===== src/rtl/opb_reg_pkg.sv =====
// Shared types, offsets and helpers for the OPB slave registers.
// Provides the ack FSM state enum, register offsets and byte-enable merge.
package opb_reg_pkg;

    typedef enum logic [1:0] {
        ST_IDLE,
        ST_ACK,
        ST_WAIT
    } ack_state_e;

    // Word offsets taken from ABus[24:29]
    localparam logic [5:0] OFS_DATA = 6'h00;
    localparam logic [5:0] OFS_STAT = 6'h01;

    // Status bit positions in OPB (big-endian) numbering
    localparam int STAT_PEND = 31;
    localparam int STAT_OVR  = 30;

    // be[0] qualifies the most significant byte (OPB bits 0:7)
    function automatic logic [31:0] be_merge(
        input logic [31:0] old_w,
        input logic [31:0] new_w,
        input logic [0:3]  be
    );
        logic [31:0] r;
        r = old_w;
        for (int n = 0; n < 4; n++) begin
            if (be[n]) begin
                r[31-8*n -: 8] = new_w[31-8*n -: 8];
            end
        end
        return r;
    endfunction

endpackage


===== src/rtl/opb_slave_ack_fsm.sv =====
// Address hit detection and IDLE/ACK/WAIT transfer sequencing for OPB slaves.
// Ports: clk_i, rst_ni, select_i, abus_i -> start_o (hit accepted), ack_o.
module opb_slave_ack_fsm
    import opb_reg_pkg::*;
#(
    parameter logic [31:0] BASEADDR = 32'h01000500,
    parameter logic [31:0] HIGHADDR = 32'h010005FF,
    parameter int          AWIDTH   = 32
) (
    input  logic              clk_i,
    input  logic              rst_ni,
    input  logic              select_i,
    input  logic [0:AWIDTH-1] abus_i,
    output logic              start_o,
    output logic              ack_o
);

    ack_state_e state_q;
    logic       ack_q;
    logic       hit;

    assign hit = select_i && (abus_i >= BASEADDR)
                 && (abus_i <= HIGHADDR);

    // The access itself happens in the top on this cycle
    assign start_o = (state_q == ST_IDLE) && hit;
    assign ack_o   = ack_q;

    always_ff @(posedge clk_i or negedge rst_ni) begin
        if (!rst_ni) begin
            state_q <= ST_IDLE;
            ack_q   <= 1'b0;
        end else begin
            ack_q <= 1'b0;
            unique case (state_q)
                ST_IDLE: begin
                    if (hit) begin
                        state_q <= ST_ACK;
                        ack_q   <= 1'b1;
                    end
                end
                ST_ACK: state_q <= ST_WAIT;
                // Select held past the ack must not start a new transfer
                ST_WAIT: begin
                    if (!select_i) begin
                        state_q <= ST_IDLE;
                    end
                end
                default: state_q <= ST_IDLE;
            endcase
        end
    end

endmodule


===== src/rtl/opb_register_ppc2simulink_hs.sv =====
// OPB write register (PPC -> fabric) with valid/ack handshake and status.
// Ports: OPB slave bus, user_data_out/valid/ack. Macro PPC2SIMULINK_READBACK_EN enables DATA reads.
module opb_register_ppc2simulink_hs
    import opb_reg_pkg::*;
#(
    parameter logic [31:0] C_BASEADDR   = 32'h01000500,
    parameter logic [31:0] C_HIGHADDR   = 32'h010005FF,
    parameter int          C_OPB_AWIDTH = 32,
    parameter int          C_OPB_DWIDTH = 32,
    parameter string       C_FAMILY     = "virtex5",
    parameter logic [31:0] C_INIT_VALUE = 32'h00000000
) (
    input  logic                    OPB_Clk,
    input  logic                    OPB_Rst,
    output logic [0:C_OPB_DWIDTH-1] Sl_DBus,
    output logic                    Sl_errAck,
    output logic                    Sl_retry,
    output logic                    Sl_toutSup,
    output logic                    Sl_xferAck,
    input  logic [0:C_OPB_AWIDTH-1] OPB_ABus,
    input  logic [0:3]              OPB_BE,
    input  logic [0:C_OPB_DWIDTH-1] OPB_DBus,
    input  logic                    OPB_RNW,
    input  logic                    OPB_select,
    input  logic                    OPB_seqAddr,
    output logic [31:0]             user_data_out,
    output logic                    user_data_valid,
    input  logic                    user_data_ack
);

    logic        start;
    logic [5:0]  ofs;
    logic        data_wr, stat_wr, data_rd, stat_rd;
    logic [31:0] data_q, data_d;
    logic        valid_q, valid_d;
    logic        ovr_q, ovr_d;
    logic [0:31] rdata_q, rdata_d;
    logic [0:31] stat;
    logic        unused_ok;

    opb_slave_ack_fsm #(
        .BASEADDR (C_BASEADDR),
        .HIGHADDR (C_HIGHADDR),
        .AWIDTH   (C_OPB_AWIDTH)
    ) u_fsm (
        .clk_i    (OPB_Clk),
        .rst_ni   (OPB_Rst),
        .select_i (OPB_select),
        .abus_i   (OPB_ABus),
        .start_o  (start),
        .ack_o    (Sl_xferAck)
    );

    assign ofs     = OPB_ABus[24:29];
    assign data_wr = start && !OPB_RNW && (ofs == OFS_DATA);
    assign stat_wr = start && !OPB_RNW && (ofs == OFS_STAT);
    assign data_rd = start && OPB_RNW && (ofs == OFS_DATA);
    assign stat_rd = start && OPB_RNW && (ofs == OFS_STAT);

    always_comb begin
        stat            = '0;
        stat[STAT_PEND] = valid_q;
        stat[STAT_OVR]  = ovr_q;
    end

    always_comb begin
        data_d  = data_q;
        valid_d = valid_q;
        ovr_d   = ovr_q;
        if (data_wr) begin
            data_d  = be_merge(data_q, OPB_DBus, OPB_BE);
            valid_d = 1'b1;
            if (valid_q && !user_data_ack) begin
                ovr_d = 1'b1;
            end
        end else begin
            // A concurrent write keeps the new word pending
            if (user_data_ack) begin
                valid_d = 1'b0;
            end
            if (stat_wr && OPB_DBus[STAT_OVR]) begin
                ovr_d = 1'b0;
            end
        end
    end

    // Read data lives only for the ack cycle, zero otherwise
    always_comb begin
        rdata_d = '0;
        unique case (1'b1)
`ifdef PPC2SIMULINK_READBACK_EN
            data_rd: rdata_d = data_q;
`endif
            stat_rd: rdata_d = stat;
            default: rdata_d = '0;
        endcase
    end

    always_ff @(posedge OPB_Clk or negedge OPB_Rst) begin
        if (!OPB_Rst) begin
            data_q  <= C_INIT_VALUE;
            valid_q <= 1'b0;
            ovr_q   <= 1'b0;
            rdata_q <= '0;
        end else begin
            data_q  <= data_d;
            valid_q <= valid_d;
            ovr_q   <= ovr_d;
            rdata_q <= rdata_d;
        end
    end

    assign Sl_DBus         = rdata_q;
    assign Sl_errAck       = 1'b0;
    assign Sl_retry        = 1'b0;
    assign Sl_toutSup      = 1'b0;
    assign user_data_out   = data_q;
    assign user_data_valid = valid_q;

    assign unused_ok = ^{OPB_seqAddr, data_rd, (C_FAMILY != "")};

endmodule


===== config.mk =====
export PLATFORM = sky130hd
export DESIGN_NAME = opb_register_ppc2simulink_hs
export DESIGN_NICKNAME = d
export VERILOG_FILES = /design/src/rtl/opb_reg_pkg.sv /design/src/rtl/opb_slave_ack_fsm.sv /design/src/rtl/opb_register_ppc2simulink_hs.sv
export SDC_FILE = /design/constraint.sdc
export NUM_CORES = 1
export LEC_CHECK = 0
export ABC_AREA = 0
export CORE_ASPECT_RATIO = 2
export CORE_MARGIN = 2
export CORE_UTILIZATION = 35
export CTS_BUF_LIST = sky130_fd_sc_hd__clkbuf_2
export CTS_CLUSTER_SIZE = 25
export DETAILED_ROUTE_END_ITERATION = 16
export PLACE_DENSITY = 0.83
export SLEW_MARGIN = 20
export SYNTH_ARGS = -nofsm -noshare
export SYNTH_HDL_FRONTEND = slang
export SYNTH_SLANG_ARGS = --single-unit

===== constraint.sdc =====
create_clock -name OPB_Clk -period 2.5 [get_ports OPB_Clk]
set_input_delay 0.625 -clock OPB_Clk [delete_from_list [all_inputs] [get_ports OPB_Clk]]
set_output_delay 0.625 -clock OPB_Clk [all_outputs]
set_load 0.005 [all_outputs]

Yosys cells after proc, flatten, opt, wreduce, memory -nomap -nowiden
Cells that the tools add are included.

storage, ports and cells
  register bits after elaboration = 39
  input bits = 74
  word-level logic and storage cells = 50
  output and inout port bits = 69

operators by class
  reduce and logical (&&, ||, !) cells = 22
  $lt $le $gt $ge = 2
  eq/ne operators = 6
  multiplexer cells = 11

operators by type and width
  cell                  count
  $ge 32x25->1 const B  1
  $le 32x25->1 const B  1
  $reduce_and 2->1      6
  $logic_and 1x1->1     10
  $mux 1                7
  $eq 6x1->1 const B    1
  $logic_not 6->1       1
  $mux 2                3
  $pmux 2 s3            1
  $ne 2x1->1 const B    2
  $reduce_bool 2->1     2
  $eq 2x1->1 const B    1
  $eq 2x2->1 const B    1
  $logic_not 1->1       2
  $logic_not 2->1       1
  $ne 2x2->1 const B    1

Longest topological paths before layout
  depth after elaboration = 9
  depth in mapped cells = 5
  depth with buffers taken out = 4

Modules after synthesis
From an unflattened synthesis, not the netlist that was laid out.

second synthesis, totals
  cells, all modules = 137
  area, all modules = 1836.8 um^2

modules (own cells, without submodules)
  module                        area an instance (um^2)  instances  sequential area each (um^2)  cells each
  opb_register_ppc2simulink_hs  1671.6                   1          900.9                        120
  opb_slave_ack_fsm             165.2                    1          75.1                         17

Least setup slack after synthesis
OpenSTA, ideal clock, no wires.

  path kind = input port to flip-flop
  from = input port OPB_ABus[26] (netlist name)
  to = register data_q[0] (netlist: user_data_out[0])
  buffers on the path = 1
  path slack = -0.080 ns
  stages on the path = 5
  setup time = 0.125 ns
  data required time = 2.375 ns
  data arrival time = 2.455 ns
  path through = or4_1 -> or4_1 -> buf_2 -> nor4_4 -> mux2_2

between the ends
  cells in the longest elaborated chain, start to end = 7
  elaborated cells on any way between the ends = 9
  classes of those cells = 2 x order compare; 7 x reduce/logical

ends and longest elaborated chain
  element                         line                                 source
  from (decl)                     opb_register_ppc2simulink_hs.sv:20   input logic [0:C_OPB_AWIDTH-1] OPB_ABus,
  $ge 32x25->1                    opb_slave_ack_fsm.sv:22              assign hit = select_i && (abus_i >= BASEADDR)
  $logic_and 1x1->1               opb_slave_ack_fsm.sv:22
  $logic_and 1x1->1               opb_slave_ack_fsm.sv:23              && (abus_i <= HIGHADDR);
  $logic_and 1x1->1               opb_slave_ack_fsm.sv:26              assign start_o = (state_q == ST_IDLE) && hit;
  $logic_and 1x1->1               opb_register_ppc2simulink_hs.sv:55   assign data_wr = start && !OPB_RNW && (ofs == OFS_DATA);
  $logic_and 1x1->1 (*)           opb_register_ppc2simulink_hs.sv:55
  $reduce_and 2->1 (no line) (*)  -
  to (signal assigned)            opb_register_ppc2simulink_hs.sv:106  data_q <= data_d;
  to (decl)                       opb_register_ppc2simulink_hs.sv:34   logic [31:0] data_q, data_d;

Every way passes the cells marked *; elsewhere a longest branch is shown, timed or not.
A chain may end at the register's enable or synchronous reset.

Final worst setup path
  from = input port OPB_ABus[25] (netlist name)
  to = register data_q[1] (netlist: user_data_out[1])

The elaborated chain is that of the path after synthesis.

==> results.toml <==
[logic_synthesis]
ys_ff_latch = 39
synth_cell_types = 25
yosysWarnings = 0
yosysSeqAreaShare_pct = 52.3
syn_inst = 139
yosys.area.top_type = "dfrtp_1"
syn_area_per_cell_um2 = 13.4
synth.area.top_cells = "dfrtp_1, mux2_2, buf_4, nor4_4, nor4_1"
syn-cell-area_um2 = 1870
synth_top_area_share_pct = 52.3

[final_layout]
n_antenna_cell = 0
fillCellCount = 457
area_delta_synth_final_pct = 64.4
stdcell_count = 323
final_core_util_pct = 59.7
multi_input_area_um2 = 779
regArea_um2 = 976
layout.nets = 338
fin_area_um2 = 3070
drive_above_1_share_pct = 22.3

[timing]
finalMaxSlewViolations = 0
max_freq_ghz = 0.411
setup_violations = 0
rsz0062_at_grt = "false"
hold_viol = 0
setup_slack_ns = 0.0696
worstMarginPinSlew_ns = 0.867
period_needed_ns = 2.43
slew_headroom_pct = 42.2
timing.final.crit_share_pct = 97.2
finalClockSkew_ns = 0.0167

[setup_path]
r2r_slack_ns = 0.65
regToRegStartpoint = "u_fsm.state_q[0]"
crit_family = "simple AND/OR/NAND/NOR gates"
critPathMaxFanout = 8
ff2ff_path_depth = 6
cp-endpoint = "user_data_out[1]"
crit_path_top_delay_cell = "or4_4"
cp-start-kind = "input port"
cp_cell_sequence = "clkdlybuf4s15_1 -> or4_4 -> or4_4 -> buf_12 -> nor4_4 -> buf_6 -> mux2_2"
critPathBufInv = 3
cp.depth = 7
worst_setup_path_startpoint = "OPB_ABus[25]"
arrival_ns = 2.69
worst_ep_required_time_ns = 2.76
crit_path_end_kind = "flip-flop"
reg2reg_to = "user_data_out[1]"
slowest_delay_ns = 0.55
crit_type = "in2reg"
cpMostUsedCell = "or4_4"

[detailed_routing]
drt-total-wl_mm = 4.52
postRouteAntennaNets = 0
via_count = 1453
drc = 0
vias_per_cell = 4.50
wl_per_cell_um = 14.0
drt_iter0_drc = 20
drtPass1Iterations = 3

[clock_network]
ctsLongestPathBuffers = 2
insertion_delay_ns = 0.37
clock-sinks = 39
root_buffer = "clkbuf_2"
htree_levels = 2
clk_pin_slew_ns = 0.20
tritoncts = "built"
numCtsBuffers = 5

[place]
place_inst = 313
routabilityCongestion = 0.708
post-place-ws_ns = -0.553
hpwl_mm = 3.66
placed_area_um2 = 2950
placement.io_buffers = 106

[global_route]
grt_pass1_vias = 1559
grt_max_degree = 40
antenna_found_initial = 0
grt_use_total_pct = 15.7
grt-ovfl-total = 0
grt_pass1_wl_mm = 7.41

[floorplanning]
floorplan.die_area_um2 = 5970
start_util_pct = 36.3
rows = 37
die_width_um = 55.6
die_h_um = 107
io_pins = 143
core_um2 = 5140

[power]
power.density_nw_per_um2 = 342
p_leak_nw = 1.44
ir_drop_uv = 306

[min_path]
worstHoldPathType = "in2async"

[run]
maxCapViolations = 0

[status]
status = "finished clean"
==> cells in the final DEF, fill, tap and decap left out, types with 3 or more instances in the layout <==
cell type	count
buf_4	10
buf_6	3
clkbuf_2	7
clkdlybuf4s15_1	3
clkdlybuf4s50_1	101
conb_1	33
dfrtp_1	39
inv_1	4
mux2_2	22
mux2_4	8
nor2_1	3
nor4_1	4
nor4_4	4
==> how the worst min path moves through the flow <==
stage | startpoint | endpoint | slack, ns | cells after the start
floorplan | OPB_Rst | Sl_DBus[30] | 0.33 | 0
global placement | u_fsm.state_q[1] | u_fsm.state_q[1] | 0.46 | 1
detailed placement | u_fsm.state_q[0] | u_fsm.state_q[1] | 0.47 | 1
CTS | OPB_Rst | user_data_out[4] | 0.34 | 1
global route | OPB_Rst | user_data_valid | 0.36 | 1
finish | OPB_Rst | user_data_out[4] | 0.32 | 1
==> per-layer routing <==
metal / share of wire, % / wire [um] / up-vias / GRT usage, %
li1: - / - / 671 / -
met1: 32 / 1430 / 683 / 15.5
met2: 57 / 2580 / 91 / 29.8
met3: 8.4 / 379 / 8 / 3.73
met4: 2.9 / 133 / 0 / 7.84
met5: 0 / 0 / - / 0
==> sequential cells by signal, summed over array words and instances, names as in the netlist <==
signal / count
u_fsm.state_q: 2
user_data_valid: 1
u_fsm.ack_o: 1
user_data_out: 32
ovr_q: 1
Sl_DBus: 2
==> metrics by stage <==
| step | hold WS, ns | power (mW) | TNS, ns |
|---|---|---|---|
| detailed placement | 0.474 | 0.789 | -17.43 |
| CTS | 0.344 | 1.08 | 0 |
| finish | 0.322 | 1.05 | 0 |
| global placement | 0.465 | 0.786 | -16.47 |
| floorplan | 0.329 | 0.700 | -1.89 |
| global route | 0.361 | 1.11 | 0 |
==> layout make-up <==
class	count	share of cell area, %
inverter	4	0.490
clock buffer	7	1.14
tap	58	2.37
clock inverter	1	0.163
sequential	39	31.8
multi-input combinational	94	25.4
timing repair buffer	120	38.6
==> synth_stat cells (all sizes together) <==
cell     number
nand2         1
nor4bb        1
and4          2
o2111ai       1
nand4         1
buf          34
o31ai         1
nand2b        1
and3b         1
nor3          1
mux2         32
or4           2
nor4b         1
mux2i         1
nor3b         1
nor2          3
dfrtp        39
nor4          8
inv           4
nor2b         2
a2bb2oi       1
conb          1
==> logic make-up after synthesis <==
family | after synthesis | share of synthesized area [%]
AOI/OAI and AO/OA | 3 | 1.34
other | 1 | 0.201
and+or+nand+nor | 25 | 11.9
DFF | 39 | 52.3
buffers and inverters | 38 | 14.4
muxes | 33 | 19.9
==> worst reg2reg max path, cell delays in order (launching register included) <==
cell,delay (ns)
dfrtp_1,0.43
nor3_1,0.19
o2111ai_1,0.14
buf_4,0.21
nor4_4,0.27
buf_6,0.18
mux2_2,0.35
==> where the power goes <==
group | switching [mW] | total, mW | internal (mW) | leakage, nW
clock | 0.195 | 0.271 | 0.0766 | 0.0330
combinational | 0.0458 | 0.147 | 0.101 | 0.862
sequential | 0.00000000871 | 0.632 | 0.632 | 0.545
==> timing repair <==
action | in CTS | in global routing
pin swaps | 3 | 1
setup buffers | 3 | 0
endpoints found under the hold margin | 0 | 0
gates resized for setup | 22 | 0
endpoints found under the setup margin | 32 | 9
cloned | 0 | 0
hold buffers | 0 | 0
No activity file was read; power rests on OpenSTA's default activity.
